<file path="src/rtl/jump_resolve_unit_pkg.sv">
// ============================================================================
// Module      : jump_resolve_unit_pkg
// Description : Shared definitions for the branch/jump resolve unit.
//               Holds the compare-op encodings, which are cmp_ctrl[3:1] of
//               the issue bus, and the two-state sequencer encoding.
// Revision    : 1.0 - initial release
// ============================================================================
`default_nettype none

package jump_resolve_unit_pkg;

  // Compare-op encodings for cmp_ctrl[3:1]
  localparam logic [2:0] CMP_NONE   = 3'b000;  // never taken
  localparam logic [2:0] CMP_EQ     = 3'b001;
  localparam logic [2:0] CMP_NE     = 3'b010;
  localparam logic [2:0] CMP_LT     = 3'b011;  // signed
  localparam logic [2:0] CMP_LTU    = 3'b100;
  localparam logic [2:0] CMP_GE     = 3'b101;  // signed
  localparam logic [2:0] CMP_GEU    = 3'b110;
  localparam logic [2:0] CMP_ALWAYS = 3'b111;  // JAL

  // Sequencer states
  typedef enum logic {
    ST_IDLE = 1'b0,
    ST_BUSY = 1'b1
  } jru_state_t;

endpackage : jump_resolve_unit_pkg

`default_nettype wire

</file>
<file path="src/rtl/add_32.sv">
// ============================================================================
// Module      : add_32
// Description : 32-bit combinational adder. The carry-out is discarded, so
//               the sum wraps modulo 2^32.
// Ports       : i_a, i_b  - addends
//               o_c       - i_a + i_b (low 32 bits)
// Revision    : 1.0 - initial release
// ============================================================================
`default_nettype none

module add_32 (
  input  logic [31:0] i_a,
  input  logic [31:0] i_b,
  output logic [31:0] o_c
);

  assign o_c = i_a + i_b;

endmodule : add_32

`default_nettype wire

</file>
<file path="src/rtl/cmp_32.sv">
// ============================================================================
// Module      : cmp_32
// Description : 32-bit combinational branch comparator. Evaluates the branch
//               condition selected by i_ctrl on the two source operands.
// Ports       : i_a, i_b  - operands (rs1, rs2)
//               i_ctrl    - compare op (CMP_* encodings)
//               o_c       - 1 when the condition holds
// Revision    : 1.0 - initial release
// ============================================================================
`default_nettype none

module cmp_32
  import jump_resolve_unit_pkg::*;
(
  input  logic [31:0] i_a,
  input  logic [31:0] i_b,
  input  logic [2:0]  i_ctrl,
  output logic        o_c
);

  logic w_eq;
  logic w_lt;
  logic w_ltu;

  assign w_eq  = (i_a == i_b);
  assign w_lt  = ($signed(i_a) < $signed(i_b));
  assign w_ltu = (i_a < i_b);

  always_comb begin
    o_c = 1'b0;
    case (i_ctrl)
      CMP_EQ:     o_c = w_eq;
      CMP_NE:     o_c = ~w_eq;
      CMP_LT:     o_c = w_lt;
      CMP_LTU:    o_c = w_ltu;
      CMP_GE:     o_c = ~w_lt;
      CMP_GEU:    o_c = ~w_ltu;
      CMP_ALWAYS: o_c = 1'b1;
      default:    o_c = 1'b0;  // CMP_NONE
    endcase
  end

endmodule : cmp_32

`default_nettype wire

</file>
<file path="src/rtl/jump_resolve_unit.sv">
// ============================================================================
// Module      : jump_resolve_unit
// Description : Two-cycle branch/JAL/JALR resolve unit. An op is captured on
//               an idle edge and its results are valid (o_finish high) for the
//               following cycle. All outputs derive only from the captured
//               operand registers, so they hold until the next accepted op.
// Ports       : clk          - rising-edge clock
//               rst          - asynchronous reset, active LOW
//               i_en         - issue strobe, accepted only while idle
//               i_jalr       - 1: target rs1+imm, 0: target pc+imm
//               i_cmp_ctrl   - [3:1] compare op, [0] unused
//               i_rs1_data   - source operand 1
//               i_rs2_data   - source operand 2
//               i_imm        - sign-extended immediate
//               i_pc         - instruction PC
//               o_pc_jump    - branch/jump target
//               o_pc_wb      - link value, pc + 4
//               o_is_jump    - control transfer taken
//               o_finish     - result valid, one cycle per accepted op
// Revision    : 1.0 - initial release
// ============================================================================
`default_nettype none

module jump_resolve_unit
  import jump_resolve_unit_pkg::*;
#(
  parameter int XLEN = 32
) (
  input  logic            clk,
  input  logic            rst,
  input  logic            i_en,
  input  logic            i_jalr,
  input  logic [3:0]      i_cmp_ctrl,
  input  logic [XLEN-1:0] i_rs1_data,
  input  logic [XLEN-1:0] i_rs2_data,
  input  logic [XLEN-1:0] i_imm,
  input  logic [XLEN-1:0] i_pc,
  output logic [XLEN-1:0] o_pc_jump,
  output logic [XLEN-1:0] o_pc_wb,
  output logic            o_is_jump,
  output logic            o_finish
);

  localparam logic [XLEN-1:0] C_LINK_OFFSET = XLEN'(4);

  jru_state_t      r_state;
  jru_state_t      w_state_nxt;
  logic            w_load;

  logic            r_jalr;
  logic [2:0]      r_cmp_op;
  logic [XLEN-1:0] r_rs1;
  logic [XLEN-1:0] r_rs2;
  logic [XLEN-1:0] r_imm;
  logic [XLEN-1:0] r_pc;

  logic [XLEN-1:0] w_target_base;
  logic            w_cmp_res;

  // cmp_ctrl[0] carries no meaning for this unit
  logic            w_unused_cmp_lsb;
  assign w_unused_cmp_lsb = i_cmp_ctrl[0];

  // --------------------------------------------------------------------------
  // Sequencer
  // --------------------------------------------------------------------------
  always_ff @(posedge clk or negedge rst) begin
    if (!rst) begin
      r_state <= ST_IDLE;
    end else begin
      r_state <= w_state_nxt;
    end
  end

  always_comb begin
    w_state_nxt = r_state;
    w_load      = 1'b0;
    o_finish    = 1'b0;
    case (r_state)
      ST_IDLE: begin
        if (i_en) begin
          w_load      = 1'b1;
          w_state_nxt = ST_BUSY;
        end
      end
      ST_BUSY: begin
        // Result cycle: en is ignored, so an op can only start one cycle later
        o_finish    = 1'b1;
        w_state_nxt = ST_IDLE;
      end
      default: w_state_nxt = ST_IDLE;
    endcase
  end

  // --------------------------------------------------------------------------
  // Operand registers
  // --------------------------------------------------------------------------
  always_ff @(posedge clk or negedge rst) begin
    if (!rst) begin
      r_jalr   <= 1'b0;
      r_cmp_op <= CMP_NONE;
      r_rs1    <= '0;
      r_rs2    <= '0;
      r_imm    <= '0;
      r_pc     <= '0;
    end else if (w_load) begin
      r_jalr   <= i_jalr;
      r_cmp_op <= i_cmp_ctrl[3:1];
      r_rs1    <= i_rs1_data;
      r_rs2    <= i_rs2_data;
      r_imm    <= i_imm;
      r_pc     <= i_pc;
    end
  end

  // --------------------------------------------------------------------------
  // Result datapath
  // --------------------------------------------------------------------------
  assign w_target_base = r_jalr ? r_rs1 : r_pc;

  add_32 u_add_target (
    .i_a (w_target_base),
    .i_b (r_imm),
    .o_c (o_pc_jump)
  );

  add_32 u_add_link (
    .i_a (r_pc),
    .i_b (C_LINK_OFFSET),
    .o_c (o_pc_wb)
  );

  cmp_32 u_cmp (
    .i_a    (r_rs1),
    .i_b    (r_rs2),
    .i_ctrl (r_cmp_op),
    .o_c    (w_cmp_res)
  );

  // JALR always transfers control regardless of the compare op
  assign o_is_jump = r_jalr | w_cmp_res;

endmodule : jump_resolve_unit

`default_nettype wire

</file>
<file path="config.mk">
export PLATFORM = sky130hd
export DESIGN_NAME = jump_resolve_unit
export DESIGN_NICKNAME = d
export VERILOG_FILES = /design/src/rtl/jump_resolve_unit_pkg.sv /design/src/rtl/add_32.sv /design/src/rtl/cmp_32.sv /design/src/rtl/jump_resolve_unit.sv
export SDC_FILE = /design/constraint.sdc
export NUM_CORES = 1
export LEC_CHECK = 0
export ABC_AREA = 1
export CAP_MARGIN = 30
export CORE_MARGIN = 3
export CORE_UTILIZATION = 45
export CTS_BUF_LIST = sky130_fd_sc_hd__clkbuf_8 sky130_fd_sc_hd__clkbuf_16
export CTS_CLUSTER_SIZE = 28
export DETAILED_ROUTE_END_ITERATION = 8
export GPL_TIMING_DRIVEN = 1
export PLACE_DENSITY_LB_ADDON = 0.12
export SLEW_MARGIN = 20
export SYNTH_ARGS = -nofsm -noshare
export SYNTH_HDL_FRONTEND = slang
export SYNTH_SLANG_ARGS = --single-unit
</file>
<file path="constraint.sdc">
create_clock -name clk -period 9.45 [get_ports clk]
set_input_delay 1.89 -clock clk [delete_from_list [all_inputs] [get_ports clk]]
set_output_delay 1.89 -clock clk [all_outputs]
set_load 0.03 [all_outputs]
</file>
**After elaboration in Yosys (flattened, before gate mapping)**

Index checks and enable logic that the tools add are counted.

- Add/subtract/negate cells: 2
- Magnitude comparators: 2
- Eq/ne operators: 8
- Muxes and demuxes: 6
- Bitwise logic cells: 5

Operator list:

| operator | count |
|---|---|
| $lt A32 B32 Y1 | 2 |
| $add A32 B3 Y32 const B | 1 |
| $add A32 B32 Y32 | 1 |
| $eq A32 B32 Y1 | 1 |
| $mux W32 | 1 |
| $eq A3 B3 Y1 const B | 4 |
| $pmux W1 S7 | 1 |
| $eq A3 B2 Y1 const B | 2 |
| $not A1 Y1 | 4 |
| $eq A3 B1 Y1 const B | 1 |
| $mux W1 | 3 |
| $pmux W1 S2 | 1 |
| $or A1 B1 Y1 | 1 |

- Register bits: 133
- Input port bits: 136

**Logic depth before layout (Yosys ltp)**

Gate-level depths: netlist of run 1.

- Depth in word-level cells: 4
- Gate-level depth with buffers: 18

**Cells and area by module**

Synthesis of run 1 repeated with hierarchy kept, for this count alone.

- Cell total of the unflattened synthesis: 1,835
- Area total of the unflattened synthesis: 11,454.7 sq um

Modules (own cells, without submodules):

| module | instances | cells an instance | area each (sq um) | seq. area each (sq um) |
|---|---|---|---|---|
| jump_resolve_unit | 1 | 682 | 5,696.7 | 3,328.2 |
| add_32 | 2 | 494 | 2,384.8 | 0.0 |
| cmp_32 | 1 | 165 | 988.4 | 0.0 |

**Worst setup path before layout of run 1**

Ideal clock, no wire load.

- Kind: reg-to-output
- Start: register r_jalr
- End: output o_pc_jump[30]
- Arrival: 2.943 ns
- Slack: 4.617 ns
- Cell stages (with the launch flop): 15
- Path through: dfrtp_1 -> clkbuf_1 -> inv_1 -> clkbuf_1 -> nand2_1 -> o21ai_0 -> ha_1 -> inv_1 -> fa_1 -> o21ai_1 -> a21oi_1 -> o21ai_0 -> nand3_1 -> nand2_1 -> xor2_1

- Longest elaborated chain between the ends: 2

RTL lines:

| what | RTL line | text |
|---|---|---|
| start, declared | jump_resolve_unit.sv:50 | `logic r_jalr;` |
| start signal, assigned | jump_resolve_unit.sv:107 | `r_jalr <= i_jalr;` |
| $mux W32 | jump_resolve_unit.sv:119 | `assign w_target_base = r_jalr ? r_rs1 : r_pc;` |
| $add A32 B32 Y32 | add_32.sv:17 | `assign o_c = i_a + i_b;` |
| end, declared | jump_resolve_unit.sv:38 | `output logic [XLEN-1:0] o_pc_jump,` |

No other way between the ends.

**Worst setup path in the final report of run 1**

Ends and elaborated chain as after synthesis.

==> flow_summary.json, run 1 <==
{
  "clock_sinks": 133,
  "critPathKind": "register to output pin",
  "cp.arrival_ps": 4050,
  "clock_path_buffers": 2,
  "place_area_mm2": 0.0107,
  "critPathBufInv": 3,
  "clk_pin_slew_worst_paths_ps": 60,
  "final_antenna_net_count": 0,
  "critPathLaunch": "r_jalr",
  "core_area_mm2": 0.0183,
  "synth_area_leaders": "dfrtp_1 (39%), nand2_1 (20%), ha_1 (9.3%)",
  "layout_setup_ws_ps": 3510,
  "synthCells": 1175,
  "rows": 49,
  "wirelength_um": 24800,
  "area_growth_pct": 32.4,
  "die_area_mm2": 0.0207,
  "synth_nets": 1376,
  "track_usage": 0.242,
  "final_nets": 1561,
  "gp_congestion": 0.923,
  "r2r_end": "r_imm[13]",
  "status": "finished, final reports clean",
  "cts_tree": "yes",
  "crit_slowest_cell": "clkdlybuf4s50_1",
  "nFillCells": 1692,
  "firstDrtPassIters": 5,
  "finalHoldViolations": 0,
  "pre_cts_slack_ps": 3940,
  "grt_remaining_overflow": 0,
  "startpoint_type": "register",
  "drive_above_1_share": 0.0408,
  "antenna_found_initial": 0,
  "crit_fanout": 13,
  "root_buffer": "clkbuf_16",
  "synth-warning-count": 0,
  "setup_viol": 0,
  "power_density_mw_per_mm2": 215,
  "final.setup.tns_ps": 0,
  "p_leak_uw": 0.00567,
  "wire_per_inst_um": 15.5,
  "synth_area_per_cell_um2": 7.29,
  "fmaxAchievable_mhz": 168,
  "synth_top_area_cell": "dfrtp_1",
  "max_cap_violations": 0,
  "cts_made_buffers": 17,
  "synth_edf_count": 0,
  "cts_resized": 0,
  "portBuffers": 200,
  "hold_buffers": 0,
  "drv_slew": 0,
  "cp.depth": 13,
  "synthFlopType": "dfrtp_1",
  "end_kind": "output pin",
  "cp-endpoint": "o_pc_jump[30]",
  "vias_per_cell": 5.04,
  "reg2reg_slack_ps": 7670,
  "period_needed_ps": 5940,
  "hold_path.class": "register to register",
  "worst_slew_pin_slew_ps": 849,
  "first_iter_violations": 464,
  "grt_max_degree": 96,
  "async_reset_ff_frac": 1.00,
  "crit_path_max_incr_delay_ps": 690,
  "dpl.hpwl_um": 19300,
  "vias": 8070,
  "ys_ff_latch": 133,
  "r2r-start": "r_state",
  "fp.dieH_um": 144,
  "start_util": 0.467,
  "die_w_um": 144,
  "reg2regPathDepth": 4,
  "ys_types": 35,
  "clock_skew_ps": 9.23,
  "crit_family": "buffers and inverters",
  "post-route-period-util": 0.629,
  "finish.utilization": 0.619,
  "rsz0062_at_grt": "no",
  "synth_area_mm2": 0.00856,
  "worstSkewPairLatency_ps": 410,
  "grt_pass1_vias": 7749,
  "ios": 202,
  "synth_top_area_share": 0.389,
  "final_area_mm2": 0.0113,
  "ir_drop_mv": 0.109,
  "cp.required_ps": 7560,
  "drc": 0,
  "seq_area_frac_synth": 0.389,
  "htree_levels": 4,
  "n_antenna_cell": 0,
  "postCtsSetupRepairBufs": 0,
  "crit_chain": "inv_1 -> nand2_1 -> o21ai_0 -> ha_1 -> inv_1 -> fa_1 -> o21ai_1 -> a21oi_1 -> o21ai_0 -> nand3_1 -> nand2_1 -> xor2_1 -> clkdlybuf4s50_1",
  "relSlewSlack": 0.434,
  "grt_pass1_wl_um": 39500
}
## how the worst min path moves through the flow
| stage | start | end | slack [ps] | cells past startpoint |
|---|---|---|---|---|
| 6_report | r_imm[9] | r_imm[9] | 480 | 2 |
| 5_1_grt | r_imm[9] | r_imm[9] | 500 | 2 |
| 4_1_cts | r_imm[9] | r_imm[9] | 480 | 2 |
| 3_5_place_dp | r_imm[9] | r_imm[9] | 470 | 2 |
| 3_3_place_gp | r_imm[18] | r_imm[18] | 460 | 2 |
| 2_1_floorplan | r_rs2[0] | r_rs2[0] | 450 | 2 |
## layer usage
metal,GRT usage,vias up,wire (um)
met5,0,-,0
met4,0.0481,0,257
met3,0.0376,15,1130
met2,0.387,220,11600
met1,0.352,3718,11900
li1,-,4117,-
## cell usage after synthesis (3+ instances only)
cell type	number
a31oi_1	4
o21ai_0	101
nor2_2	3
a21boi_0	3
xnor2_1	10
nor2_4	3
nand3_2	3
nor2_1	58
ha_1	64
nand3_1	30
clkbuf_1	37
a21o_1	5
nand4_1	9
a21oi_1	52
nor3_1	13
xor2_1	45
inv_1	118
dfrtp_1	133
nand2_1	462
nand3b_1	3
## cells in the final DEF, fill, tap and decap left out, types with 3 or more instances in the layout
cell type        count
a31oi_1              4
inv_1              118
xor2_1              45
nand3_2              3
inv_6                6
nand3b_1             3
nand2_1            462
nor3_1              13
nor2_2               3
nand4_1              9
a21oi_1             52
a21o_1               5
a21boi_0             3
nor2_4               4
nor2_1              57
xnor2_1             10
clkdlybuf4s50_1    199
nand3_1             30
clkbuf_16           17
buf_4                5
ha_1                64
clkinv_4             3
o21ai_0            101
dfrtp_1            133
## worst reg2reg max path, stage by stage, from the launching register on
cell and delay (ps):
dfrtp_1 410, nor2_4 230, buf_4 690, nand2_1 270
nand2_1 120
## area by class of cell
class | instances | area (um2) | area share
Clock inverter | 15 | 169 | 0.0149
Inverter | 118 | 443 | 0.0391
Timing Repair Buffer | 205 | 2040 | 0.180
Tap cell | 229 | 287 | 0.0253
Clock buffer | 17 | 425 | 0.0375
Sequential cell | 133 | 3330 | 0.294
Multi-Input combinational cell | 885 | 4650 | 0.410
## power breakdown
part	switching, uW	leakage, uW	total, uW	internal [uW]
registers	59.4	0.00163	703	644
clock network	276	0.000289	672	396
logic	646	0.00374	1060	416
## sequential cells by signal (all words and copies together) (netlist names)
signal / cells
r_pc: 32
r_jalr: 1
r_rs2: 32
r_rs1: 32
r_state: 1
r_cmp_op: 3
r_imm: 32
## cell families (layout without fill, tap and decap cells)
group	Yosys count	count (layout)	share of synthesized area
compound gates	171	171	0.105
flops	133	133	0.389
fa+ha+maj	65	65	0.0958
simple gates	594	594	0.285
buf+inv	157	355	0.0697
xor+xnor	55	55	0.0562
## metrics by stage
| step | hold WS, ps | total power (uW) | cells |
|---|---|---|---|
| final | 479 | 2440 | 1602 |
| after global routing | 505 | 2590 | 1602 |
| after CTS | 481 | 2450 | 1602 |
| after detailed placement | 466 | 1770 | 1570 |
| after global placement | 460 | 1760 | 1570 |
| after floorplan | 446 | 1360 | 1175 |
Note: power is estimated with default switching activity, not from simulation.
==> run 2, diff against run 1 <==
Clock period 9.45 ns to 5.2 ns, I/O delays scaled along.
==> run 2 against run 1 <==
Against the previous run:
- register-to-register slack got worse by 4100 ps
- hold slack got worse by 1.5 ps
- sequential power is 82% higher
- highest routed layer unchanged
==> flow_summary.json, run 2 (synthesis results as in run 1) <==
{
  "die_w_um": 144,
  "fp.dieH_um": 144,
  "rsz0062_at_grt": "no",
  "portBuffers": 200,
  "crit_fanout": 53,
  "cp.required_ps": 4160,
  "vias": 8137,
  "drive_above_1_share": 0.0604,
  "power_density_mw_per_mm2": 395,
  "finalHoldViolations": 0,
  "cts_made_buffers": 17,
  "htree_levels": 4,
  "worstSkewPairLatency_ps": 410,
  "drc": 0,
  "gp_congestion": 0.909,
  "clock_sinks": 133,
  "setup_viol": 0,
  "wire_per_inst_um": 15.5,
  "wirelength_um": 24900,
  "max_cap_violations": 0,
  "grt_pass1_vias": 7830,
  "clock_path_buffers": 2,
  "final_nets": 1563,
  "vias_per_cell": 5.07,
  "grt_remaining_overflow": 0,
  "min_from": "r_imm[19]",
  "r2r_end": "r_rs1[1]",
  "cts_resized": 0,
  "area_growth_pct": 33.8,
  "r2r-start": "r_state",
  "worst_slew_pin_slew_ps": 837,
  "clk_pin_slew_worst_paths_ps": 60,
  "holdPathEnd": "r_imm[19]",
  "drv_slew": 0,
  "grt_pass1_wl_um": 39900,
  "cts_tree": "yes",
  "core_area_mm2": 0.0183,
  "mostFrequentLayoutCell": "nand2_1",
  "whs_path_depth": 2,
  "grt_max_degree": 192,
  "dpl.hpwl_um": 19100,
  "die_area_mm2": 0.0207,
  "clock_skew_ps": 8.11,
  "reg2regPathDepth": 5,
  "antenna_found_initial": 0,
  "cp.arrival_ps": 3510,
  "track_usage": 0.246,
  "status": "finished, final reports clean",
  "ir_drop_mv": 0.229,
  "n_antenna_cell": 0,
  "crit_slowest_cell": "fa_1",
  "hold_buffers": 0,
  "relSlewSlack": 0.442,
  "reg2reg_slack_ps": 3560,
  "layout_common_cells": "nand2_1 (462), clkdlybuf4s50_1 (174), dfrtp_1 (133)",
  "startpoint_type": "register",
  "p_leak_uw": 0.00576,
  "ios": 202,
  "first_iter_violations": 537,
  "firstDrtPassIters": 5,
  "hold_path.class": "register to register",
  "root_buffer": "clkbuf_16",
  "finish.utilization": 0.625,
  "critPathKind": "register to output pin",
  "final.setup.tns_ps": 0,
  "fmaxAchievable_mhz": 220,
  "postCtsSetupRepairBufs": 0,
  "end_kind": "output pin",
  "period_needed_ps": 4550,
  "start_util": 0.467,
  "nFillCells": 1647,
  "final_antenna_net_count": 0,
  "rows": 49,
  "post-route-period-util": 0.874,
  "crit_chain": "buf_4 -> o21ai_0 -> fa_1 -> o21ai_1 -> a21oi_1 -> o21ai_0 -> nand3_1 -> nand2_1 -> xor2_1 -> buf_4",
  "crit_path_max_incr_delay_ps": 510
}
==> run 2: cell types whose count changed in the layout (fill, tap and decap cells not counted), sizes merged <==
cell | before | now
buf | 6 | 33
clkdlybuf4s50 | 199 | 174
bufinv | 2 | 1
clkbuf | 17 | 18
==> run 2: metrics by stage <==
stage	hold WS, ps	std cells	total power (uW)	setup slack, ps	instance area, um2
2_1_floorplan	446	1175	2470	1220	8560
3_3_place_gp	461	1571	3320	1110	10900
3_5_place_dp	469	1571	3340	1090	10900
4_1_cts	482	1603	4540	645	11400
5_1_grt	496	1604	4810	341	11500
6_report	478	1604	4520	654	11500
==> run 2: worst max-delay path: cells and delay by family (launching register included) <==
kind | cells | cell delay (ps)
flops | 1 | 340
xor+xnor | 1 | 180
simple gates | 2 | 240
compound gates | 4 | 1210
buf+inv | 2 | 620
fa+ha+maj | 1 | 510
==> run 2: worst max-delay path by stage <==
| stage | start | endpoint | slack (ps) | cells after the start |
|---|---|---|---|---|
| floorplan | r_jalr | o_pc_jump[30] | 1220 | 14 |
| detailed placement | r_jalr | o_pc_jump[30] | 1090 | 10 |
| CTS | r_jalr | o_pc_jump[30] | 640 | 10 |
| finish | r_jalr | o_pc_jump[30] | 650 | 10 |
| global route | r_jalr | o_pc_jump[30] | 340 | 10 |
| global placement | r_jalr | o_pc_jump[30] | 1110 | 10 |
==> run 2: layer usage <==
metal	vias to the layer above	GRT usage	wire length (um)
met5	-	0	0
met4	0	0.0614	501
met3	34	0.0496	1530
met2	246	0.384	11300
met1	3743	0.351	11500
li1	4114	-	-
==> run 2: layout make-up <==
| class | count | area (um2) | share of cell area |
|---|---|---|---|
| clock buffer | 18 | 439 | 0.0383 |
| clock inverter | 14 | 141 | 0.0123 |
| inverter | 118 | 443 | 0.0386 |
| multi-input combinational | 885 | 4650 | 0.405 |
| sequential | 133 | 3330 | 0.290 |
| tap | 229 | 287 | 0.0250 |
| timing repair buffer | 207 | 2180 | 0.190 |
==> run 2: power breakdown <==
part / switching, uW / internal (uW) / leakage, uW
Sequential: 106 / 1170 / 0.00163
Combinational: 1210 / 844 / 0.00384
Clock: 503 / 685 / 0.000284
Total: 1820 / 2700 / 0.00576
==> run 3, diff against run 2 <==
Settings changed: CORE_ASPECT_RATIO set to 1.2, PLACE_DENSITY set to 0.8, PLACE_DENSITY_LB_ADDON 0.12 to unset.
==> run 3 against run 2 <==
Against the previous run:
- utilization down 0.75 points
- clock-buffer cell count did not move
- flip-flop and latch count unchanged
- first-iteration DRC count up 12%
- global-route usage decreased by 0.83 points
- register-to-register slack about the same
- clock power about the same
- largest power group unchanged
- critical path type unchanged
- cell area down 0.59%
- total power decreased by 1.9%
- sequential share of layout area is 0.17 points higher
==> flow_summary.json, run 3 (synthesis results as in run 1) <==
{
  "status": "finished, final reports clean",
  "final_area_mm2": 0.0114,
  "grt_max_degree": 192,
  "final_antenna_net_count": 0,
  "fmaxAchievable_mhz": 218,
  "worst_slew_pin_slew_ps": 861,
  "nFillCells": 1631,
  "end_kind": "output pin",
  "crit_top_cell": "nand2_1",
  "postCtsSetupRepairBufs": 0,
  "post-route-period-util": 0.882,
  "finalHoldViolations": 0,
  "finalPower_uw": 4440,
  "cts_resized": 0,
  "relSlewSlack": 0.426,
  "max_cap_violations": 0,
  "dpl.cell_count": 1592,
  "cp.arrival_ps": 3550,
  "crit_slowest_cell": "o21ai_0",
  "start_util": 0.464,
  "mostFrequentLayoutCell": "nand2_1",
  "power_density_mw_per_mm2": 390,
  "drv_slew": 0,
  "layout_common_cells": "nand2_1 (462), clkdlybuf4s50_1 (174), dfrtp_1 (133)",
  "clock_path_buffers": 2,
  "core_area_mm2": 0.0184,
  "hold_buffers": 0,
  "rows": 54,
  "die_area_mm2": 0.0207,
  "cp.depth": 15,
  "whs_path_depth": 2,
  "reg2regPathDepth": 4,
  "startpoint_type": "register",
  "grt_pass1_vias": 7927,
  "first_iter_violations": 603,
  "wire_per_inst_um": 15.3,
  "vias_per_cell": 5.06,
  "ir_drop_mv": 0.263,
  "firstDrtPassIters": 5,
  "root_buffer": "clkbuf_16",
  "clock_skew_ps": 9.08,
  "wirelength_um": 24800,
  "drive_above_1_share": 0.0590,
  "vias": 8216,
  "fp.dieH_um": 157,
  "rsz0062_at_grt": "no",
  "dpl.hpwl_um": 19000,
  "crit_family": "compound AO/OA/AOI/OAI gates",
  "crit_fanout": 53,
  "final_nets": 1561,
  "place_area_mm2": 0.0108,
  "antenna_found_initial": 0,
  "die_w_um": 132,
  "p_leak_uw": 0.00573,
  "gp_congestion": 0.950,
  "cts_tree": "yes",
  "htree_levels": 4,
  "area_growth_pct": 33.0,
  "cp.required_ps": 4160,
  "n_antenna_cell": 0,
  "final_cells": 1625,
  "final.setup.tns_ps": 0,
  "track_usage": 0.237,
  "setup_viol": 0,
  "hold_path.class": "register to register",
  "clk_pin_slew_worst_paths_ps": 60,
  "portBuffers": 200,
  "crit_chain": "buf_4 -> o21ai_0 -> inv_1 -> ha_1 -> nand3_1 -> nand2_1 -> nand2_1 -> nand2_1 -> a21boi_0 -> o21ai_0 -> nand3_1 -> nand2_1 -> nand2_1 -> nand2_1 -> buf_4",
  "critPathBufInv": 3,
  "crit_path_max_incr_delay_ps": 460,
  "critPathKind": "register to output pin",
  "ios": 202,
  "grt_remaining_overflow": 0,
  "clock_sinks": 133,
  "drc": 0,
  "cts_made_buffers": 17,
  "period_needed_ps": 4590,
  "grt_pass1_wl_um": 39400,
  "worstSkewPairLatency_ps": 420
}
[run 3: changes by cell type in the layout (fill, tap and decap cells not counted), moves of 2 or more]
cell      before  now
buf_12        13    6
buf_4         18   23
clkinv_2       0    3
inv_8          2    0
[run 3: per-stage QoR]
stage          worst slack (ps)  hold slack, ps   util
6_report                    613             483  0.618
4_1_cts                     612             484  0.616
5_1_grt                     339             504  0.618
3_5_place_dp               1070             470  0.584
2_1_floorplan              1220             446      -
3_3_place_gp               1110             459  0.584
[run 3: final cells by class]
type | count | area, um2 | area share
Sequential cell | 133 | 3330 | 0.292
Clock inverter | 14 | 148 | 0.0130
Tap cell | 252 | 315 | 0.0277
Clock buffer | 18 | 439 | 0.0385
Inverter | 118 | 443 | 0.0389
Multi-Input combinational cell | 885 | 4650 | 0.408
Timing Repair Buffer | 205 | 2070 | 0.182
[run 3: path summary, 6_finish.rpt]
kind | to | slack, ps | from
min reg2reg | r_imm[19] | 480 | r_imm[19]
max in group asynchronous | r_imm[17] | 3480 | rst
max | o_pc_jump[31] | 610 | r_jalr
min in group asynchronous | r_rs2[4] | 530 | rst
min | r_imm[19] | 480 | r_imm[19]
max reg2reg | r_pc[29] | 3560 | r_state
[run 3: metal layers]
| metal | up-vias | global-route usage | share of wire |
|---|---|---|---|
| li1 | 4108 | - | - |
| met3 | 49 | 0.0396 | 0.053 |
| met1 | 3788 | 0.305 | 0.43 |
| met5 | - | 0 | 0 |
| met4 | 0 | 0.0900 | 0.029 |
| met2 | 271 | 0.405 | 0.49 |
[run 3: power breakdown]
group          total (uW)  internal (uW)  leakage, uW  switching, uW
logic                1950            764      0.00380           1190
clock network        1200            723     0.000293            481
registers            1280           1170      0.00163            111
total                4440           2660      0.00573           1780
[run 3: worst min-delay path: stages (launching register included)]
cell     delay (ps)
dfrtp_1         350
nand2_1          50
nand2_1          50
